--- src/rtl/namco_wsg_sequencer.sv ---
// ---------------------------------------------------------------------------
// namco_wsg_sequencer
//
// Time-multiplexed controller for a 3-voice waveform sound generator.
// Holds the CPU-written nibble sound registers. Once per sample tick it
// walks voices v0, v1, v2 in order. For each voice it:
//   - steps the voice's phase accumulator;
//   - fetches one sample through a single shared waveform ROM port;
//   - adds the volume-weighted sample into a running mix.
// The finished mix is presented on mix_out_o with a one-cycle mix_valid_o.
//
// Register map (voice v base = 8*v):
//   +0 wave[2:0] (bit 3 stored, unused)
//   +1..+5 freq nibbles, LS first
//          (v0: 20-bit, +1..+5; v1/v2: 16-bit, +1..+4, +5 ignored)
//   +6 volume
//   +7 and 0x18..0x1F ignored
//
// Ports:
//   clk_i          system clock
//   reset_i        asynchronous, active-high reset
//   sample_tick_i  one-cycle pulse at the audio sample rate
//   sound_enable_i 0 = accumulators hold, mix forced to 0
//   wr_en_i        sound-register write strobe
//   wr_addr_i      sound-register address (5 bits)
//   wr_data_i      sound-register nibble
//   rom_addr_o     shared waveform ROM address {wave, phase[top 5]}
//   rom_rd_o       high during the ADDR cycle of each voice
//   rom_data_i     waveform ROM byte; low nibble is the sample
//   mix_out_o      mixed sample, held between updates
//   mix_valid_o    one-cycle pulse when mix_out_o updates
//   busy_o         high whenever the sequencer is not idle
//   overrun_o      sticky; set when a tick arrives while busy
// ---------------------------------------------------------------------------
module namco_wsg_sequencer #(
    parameter int unsigned ROM_LATENCY = 1  // 1..4 cycles, rom_addr to rom_data
) (
    input  logic       clk_i,
    input  logic       reset_i,
    input  logic       sample_tick_i,
    input  logic       sound_enable_i,
    input  logic       wr_en_i,
    input  logic [4:0] wr_addr_i,
    input  logic [3:0] wr_data_i,
    output logic [7:0] rom_addr_o,
    output logic       rom_rd_o,
    input  logic [7:0] rom_data_i,
    output logic [9:0] mix_out_o,
    output logic       mix_valid_o,
    output logic       busy_o,
    output logic       overrun_o
);

    typedef enum logic [2:0] {
        StIdle,
        StAddr,
        StWait,
        StAccum,
        StDone
    } state_e;

    // Terminal value of the WAIT counter: WAIT lasts exactly ROM_LATENCY cycles.
    localparam logic [1:0] LastWait = 2'(ROM_LATENCY - 1);

    // ------------------------------------------------------------------
    // Sound registers
    // ------------------------------------------------------------------
    logic [3:0]  wave_q [3];
    logic [3:0]  vol_q  [3];
    logic [19:0] freq0_q;
    logic [15:0] freq1_q;
    logic [15:0] freq2_q;

    always_ff @(posedge clk_i or posedge reset_i) begin
        if (reset_i) begin
            for (int v = 0; v < 3; v++) begin
                wave_q[v] <= '0;
                vol_q[v]  <= '0;
            end
            freq0_q <= '0;
            freq1_q <= '0;
            freq2_q <= '0;
        end else if (wr_en_i) begin
            case (wr_addr_i[4:3])
                2'd0: begin
                    case (wr_addr_i[2:0])
                        3'd0:    wave_q[0]       <= wr_data_i;
                        3'd1:    freq0_q[3:0]    <= wr_data_i;
                        3'd2:    freq0_q[7:4]    <= wr_data_i;
                        3'd3:    freq0_q[11:8]   <= wr_data_i;
                        3'd4:    freq0_q[15:12]  <= wr_data_i;
                        3'd5:    freq0_q[19:16]  <= wr_data_i;
                        3'd6:    vol_q[0]        <= wr_data_i;
                        default: ;
                    endcase
                end
                2'd1: begin
                    case (wr_addr_i[2:0])
                        3'd0:    wave_q[1]       <= wr_data_i;
                        3'd1:    freq1_q[3:0]    <= wr_data_i;
                        3'd2:    freq1_q[7:4]    <= wr_data_i;
                        3'd3:    freq1_q[11:8]   <= wr_data_i;
                        3'd4:    freq1_q[15:12]  <= wr_data_i;
                        3'd6:    vol_q[1]        <= wr_data_i;
                        default: ;
                    endcase
                end
                2'd2: begin
                    case (wr_addr_i[2:0])
                        3'd0:    wave_q[2]       <= wr_data_i;
                        3'd1:    freq2_q[3:0]    <= wr_data_i;
                        3'd2:    freq2_q[7:4]    <= wr_data_i;
                        3'd3:    freq2_q[11:8]   <= wr_data_i;
                        3'd4:    freq2_q[15:12]  <= wr_data_i;
                        3'd6:    vol_q[2]        <= wr_data_i;
                        default: ;
                    endcase
                end
                default: ;
            endcase
        end
    end

    // ------------------------------------------------------------------
    // Sequencer state
    // ------------------------------------------------------------------
    state_e      state_q;
    logic [1:0]  vi_q;
    logic [1:0]  wait_cnt_q;
    logic [9:0]  sum_q;
    logic [19:0] acc0_q;
    logic [15:0] acc1_q;
    logic [15:0] acc2_q;
    logic [7:0]  rom_addr_q;
    logic        rom_rd_q;
    logic [9:0]  mix_out_q;
    logic        mix_valid_q;
    logic        busy_q;
    logic        overrun_q;

    // Next phase and ROM address for the voice currently selected by vi_q.
    // Only the selected accumulator moves, and only when sound is enabled.
    logic [19:0] acc0_d;
    logic [15:0] acc1_d;
    logic [15:0] acc2_d;
    logic [7:0]  rom_addr_d;
    logic [3:0]  vol_sel;
    logic [7:0]  prod;
    logic [9:0]  sum_d;

    always_comb begin
        acc0_d     = acc0_q;
        acc1_d     = acc1_q;
        acc2_d     = acc2_q;
        rom_addr_d = '0;
        vol_sel    = '0;
        case (vi_q)
            2'd0: begin
                if (sound_enable_i) begin
                    acc0_d = acc0_q + freq0_q;
                end
                rom_addr_d = {wave_q[0][2:0], acc0_d[19:15]};
                vol_sel    = vol_q[0];
            end
            2'd1: begin
                if (sound_enable_i) begin
                    acc1_d = acc1_q + freq1_q;
                end
                rom_addr_d = {wave_q[1][2:0], acc1_d[15:11]};
                vol_sel    = vol_q[1];
            end
            2'd2: begin
                if (sound_enable_i) begin
                    acc2_d = acc2_q + freq2_q;
                end
                rom_addr_d = {wave_q[2][2:0], acc2_d[15:11]};
                vol_sel    = vol_q[2];
            end
            default: ;
        endcase
        // 4x4 product fits 8 bits; three of them (max 675) fit the 10-bit sum.
        prod  = 8'(rom_data_i[3:0]) * 8'(vol_sel);
        sum_d = sum_q + 10'(prod);
    end

    always_ff @(posedge clk_i or posedge reset_i) begin
        if (reset_i) begin
            state_q     <= StIdle;
            vi_q        <= '0;
            wait_cnt_q  <= '0;
            sum_q       <= '0;
            acc0_q      <= '0;
            acc1_q      <= '0;
            acc2_q      <= '0;
            rom_addr_q  <= '0;
            rom_rd_q    <= 1'b0;
            mix_out_q   <= '0;
            mix_valid_q <= 1'b0;
            busy_q      <= 1'b0;
            overrun_q   <= 1'b0;
        end else begin
            rom_rd_q    <= 1'b0;
            mix_valid_q <= 1'b0;

            // A tick while not idle (DONE included) is dropped and remembered.
            if (sample_tick_i && (state_q != StIdle)) begin
                overrun_q <= 1'b1;
            end

            case (state_q)
                StIdle: begin
                    if (sample_tick_i) begin
                        vi_q     <= '0;
                        sum_q    <= '0;
                        rom_rd_q <= 1'b1;
                        busy_q   <= 1'b1;
                        state_q  <= StAddr;
                    end
                end
                StAddr: begin
                    acc0_q     <= acc0_d;
                    acc1_q     <= acc1_d;
                    acc2_q     <= acc2_d;
                    rom_addr_q <= rom_addr_d;
                    wait_cnt_q <= '0;
                    state_q    <= StWait;
                end
                StWait: begin
                    if (wait_cnt_q == LastWait) begin
                        state_q <= StAccum;
                    end else begin
                        wait_cnt_q <= wait_cnt_q + 2'd1;
                    end
                end
                StAccum: begin
                    sum_q <= sum_d;
                    if (vi_q == 2'd2) begin
                        state_q <= StDone;
                    end else begin
                        vi_q     <= vi_q + 2'd1;
                        rom_rd_q <= 1'b1;
                        state_q  <= StAddr;
                    end
                end
                StDone: begin
                    mix_out_q   <= sound_enable_i ? sum_q : 10'd0;
                    mix_valid_q <= 1'b1;
                    busy_q      <= 1'b0;
                    state_q     <= StIdle;
                end
                default: begin
                    busy_q  <= 1'b0;
                    state_q <= StIdle;
                end
            endcase
        end
    end

    assign rom_addr_o  = rom_addr_q;
    assign rom_rd_o    = rom_rd_q;
    assign mix_out_o   = mix_out_q;
    assign mix_valid_o = mix_valid_q;
    assign busy_o      = busy_q;
    assign overrun_o   = overrun_q;

    // Bits that are stored or received but deliberately not used.
    logic unused_bits;
    assign unused_bits = ^{rom_data_i[7:4], wave_q[0][3], wave_q[1][3], wave_q[2][3]};

endmodule

--- config.mk ---
export PLATFORM = sky130hd
export DESIGN_NAME = namco_wsg_sequencer
export DESIGN_NICKNAME = d
export VERILOG_FILES = /design/src/rtl/namco_wsg_sequencer.sv
export SDC_FILE = /design/constraint.sdc
export NUM_CORES = 1
export LEC_CHECK = 0
export BUFFER_PORTS_ARGS = -buffer_cell sky130_fd_sc_hd__buf_4
export CAP_MARGIN = 20
export CORE_MARGIN = 4
export CORE_UTILIZATION = 60
export CTS_CLUSTER_SIZE = 28
export DETAILED_ROUTE_END_ITERATION = 10
export PLACE_DENSITY = 0.84
export REMOVE_ABC_BUFFERS = 1
export SYNTH_ARGS = -nofsm -noshare
export SYNTH_HDL_FRONTEND = slang
export SYNTH_SLANG_ARGS = --single-unit
--- constraint.sdc ---
create_clock -name clk_i -period 6.6 [get_ports clk_i]
set_input_delay 0.99 -clock clk_i [delete_from_list [all_inputs] [get_ports clk_i]]
set_output_delay 0.99 -clock clk_i [all_outputs]
set_load 0.05 [all_outputs]
==> flow_metrics.py <==
metrics = {
    "flow_run": {
        "maxCapViolations": 0,
    },
    "placement": {
        "place.gp.congestion": 0.8484,
        "numPortBuffers": 39,
        "post_dp_cell_area_um2": 10190,
        "dp_hpwl_um": 14150,
        "dpl_worst_slack_ns": 1.607,
    },
    "yosys": {
        "synth_compound_area_frac": 0.1544,
        "ys.flop_type": "dfrtp_1",
        "yosys.cell_types.count": 69,
        "synth.avg_cell_area_um2": 10.17,
        "synth-edff-count": 0,
        "synth_mux_area_frac": 0.1060,
        "syn_area_um2": 9754,
        "yosysWarnings": 0,
        "synthSimpleGateAreaFrac": 0.1193,
        "syn_inst": 959,
        "ys_ff_latch": 164,
        "yosys.area_share.adder": 0.1170,
        "seq_area_frac_synth": 0.4207,
        "synth_xor_area_frac": 0.04579,
        "async_flop_share": 1.000,
        "synth_top_family_by_area": "compound AO/OA/AOI/OAI gates",
    },
    "worst_setup_path": {
        "rrSetupSlack_ns": 1.54,
        "path_buf_inv": 2,
        "required_ns": 6.94,
        "cpPeakStageDelay_ns": 0.61,
        "cp.arrival_ns": 5.40,
        "crit_path_start": "vi_q[1]",
        "crit_path_frequent_cell": "fa_1",
        "path_depth": 18,
        "cp-start-kind": "flip-flop",
        "r2r_cells": 18,
        "crit_type": "flip-flop to flip-flop",
        "cp_cell_sequence": "inv_1 -> ha_1 -> a222oi_1 -> nor2_1 -> nand2_1 -> fa_1 -> fa_1 -> fa_1 -> inv_1 -> ha_1 -> a21o_1 -> a21oi_1 -> o21bai_1 -> a21oi_1 -> nor2b_1 -> o21a_1 -> o21ai_1 -> mux2i_1",
        "timing.rr.start": "vi_q[1]",
        "path_delay_family": "adder cells",
        "endpoint_kind": "flip-flop",
        "critical_path.endpoint": "sum_q[9]",
        "r2r-end": "sum_q[9]",
        "cp_max_fo": 18,
        "crit_slowest_cell": "ha_1",
    },
    "cells_and_area": {
        "n_antenna_cell": 0,
        "area_growth_pct": 10.36,
        "drive_gt1_frac": 0.1697,
        "layout_commonest_cell": "dfrtp_1",
        "finalNetCount": 1095,
        "layout_common_cells": "dfrtp_1 (164), nand2_1 (122), mux2_2 (86)",
        "postLayoutCellArea_um2": 10770,
    },
    "clock_tree": {
        "post_cts_buffers": 0,
        "ctsLongestPathBuffers": 2,
        "postCtsHoldBufs": 0,
        "ctsHtreeMaxLevel": 4,
        "cts_tree": "done",
        "cts_buffers": 17,
        "cts_resized": 0,
        "clk_latency_ns": 0.43,
        "clk_pin_slew_ns": 0.06,
        "cts-root-buf": "clkbuf_16",
        "clock-sinks": 164,
    },
    "floorplanning": {
        "start_util": 0.6141,
        "dieWidth_um": 135.5,
        "die_area_um2": 18360,
        "core_um2": 15890,
        "placementRows": 46,
        "die_y_um": 135.5,
        "ios": 44,
    },
    "power_and_ir_drop": {
        "p_leak_uw": 0.005058,
        "irDropWorstVdd_mv": 0.2925,
        "power_uw": 4562,
        "powerDensity_nw_per_um2": 423.8,
    },
    "routing": {
        "routedWlPerCell_um": 16.91,
        "drc": 0,
        "dr.pass1.iters": 5,
        "antenna_left": 0,
        "detail_route.vias_per_cell": 5.898,
        "wl_um": 20590,
        "drt_iter0_drc": 552,
        "num_vias": 7184,
    },
    "timing": {
        "worst_pin_slew_ns": 1.003,
        "min_period_ns": 5.062,
        "drv_slew": 0,
        "rsz0062_at_grt": "false",
        "fmax_mhz": 197.5,
        "tns_ns": 0,
        "timing.final.ws_setup_ns": 1.538,
        "fin_crit_sh": 0.7670,
        "fin_worst_skew_ns": 0.009946,
        "setup_viol": 0,
        "hold_viol": 0,
        "relSlewSlack": 0.3292,
    },
    "grt": {
        "grtUsageMet3": 0.04941,
        "antenna_found_initial": 0,
        "grtUsageMet1": 0.3223,
        "grt-ovfl-total": 0,
        "grt.total_usage": 0.2371,
        "grt_pass1_vias": 7116,
        "busiest_layer": "met2",
        "grt_max_degree": 100,
        "grt_use_met2": 0.3880,
        "grt_pass1_wl_um": 34830,
    },
    "worst_hold_path": {
        "min_path_type": "flip-flop to flip-flop",
        "hp-start": "mix_out_o[2]",
    },
    "outcome": {
        "status": "completed",
    },
}
-- power breakdown --
group	internal, uW	leakage (uW)	switching [uW]
sequential	1300	0.00211	217
combinational	841	0.00267	1220
clock	594	0.000276	393
total	2740	0.00506	1830
-- kinds of logic after synthesis --
logic type               Yosys count
AND/OR/NAND/NOR                  249
adder cells (fa/ha/maj)           84
AO/OA/AOI/OAI                    234
buffers and inverters             85
flip-flops                       164
XOR/XNOR                          51
multiplexers                      92
-- how the worst min path moves through the flow --
stage	endpoint	slack (ns)	cells past startpoint
after CTS	mix_out_o[6]	0.49	2
final	mix_out_o[2]	0.48	2
after global routing	acc2_q[4]	0.50	1
after global placement	overrun_o	0.45	1
after detailed placement	overrun_o	0.47	1
after floorplan	sum_q[9]	0.44	1
-- synthesized netlist by cell type (16+ instances only) --
cell | count | area share
a21oi_1 | 48 | 0.025
and2_1 | 16 | 0.010
clkbuf_1 | 25 | 0.0096
dfrtp_1 | 164 | 0.42
ha_1 | 72 | 0.092
inv_1 | 54 | 0.021
mux2_2 | 86 | 0.099
nand2_1 | 122 | 0.047
nor2_1 | 41 | 0.016
o21ai_0 | 63 | 0.032
o21ai_1 | 24 | 0.012
xnor2_1 | 27 | 0.024
xor2_1 | 24 | 0.022
-- through the flow --
stage | util | instances | hold slack (ns)
2_1_floorplan | - | 928 | 0.4448
3_3_place_gp | 0.6414 | 1186 | 0.4543
3_5_place_dp | 0.6414 | 1186 | 0.4725
4_1_cts | 0.6777 | 1218 | 0.4864
5_1_grt | 0.6777 | 1218 | 0.4996
6_report | 0.6777 | 1218 | 0.4782
-- area by class of cell --
cell class / instances / area (um^2)
clock buffer: 23 / 447.9
clock inverter: 9 / 128.9
timing repair buffer: 42 / 315.3
inverter: 54 / 207.7
fill: 1214 / 5120
sequential: 164 / 4104
tap: 216 / 270.3
multi-input combinational: 710 / 5291
-- tightest hold or removal path: cells and delay by family (launching register included) --
kind            cells  cell delay, ns
flops               1            0.34
compound gates      1            0.06
simple gates        1            0.04
-- sequential cells by signal, indices dropped and copies added, names as in the netlist --
register / flops
busy_o: 1
freq1_q: 16
state_q: 3
acc1_q: 16
mix_out_o: 10
overrun_o: 1
rom_rd_o: 1
vol_q: 12
acc0_q: 20
rom_addr_o: 8
wave_q: 9
freq0_q: 20
freq2_q: 16
sum_q: 10
wait_cnt_q: 2
acc2_q: 16
mix_valid_o: 1
vi_q: 2
-- per-layer routing --
metal  vias to the layer above  wire length, um
met3                        34              998
met2                       196            10070
met5                         -                0
li1                       3457                -
met1                      3497             9114
met4                         0              410
(Power assumes the default switching activity.)
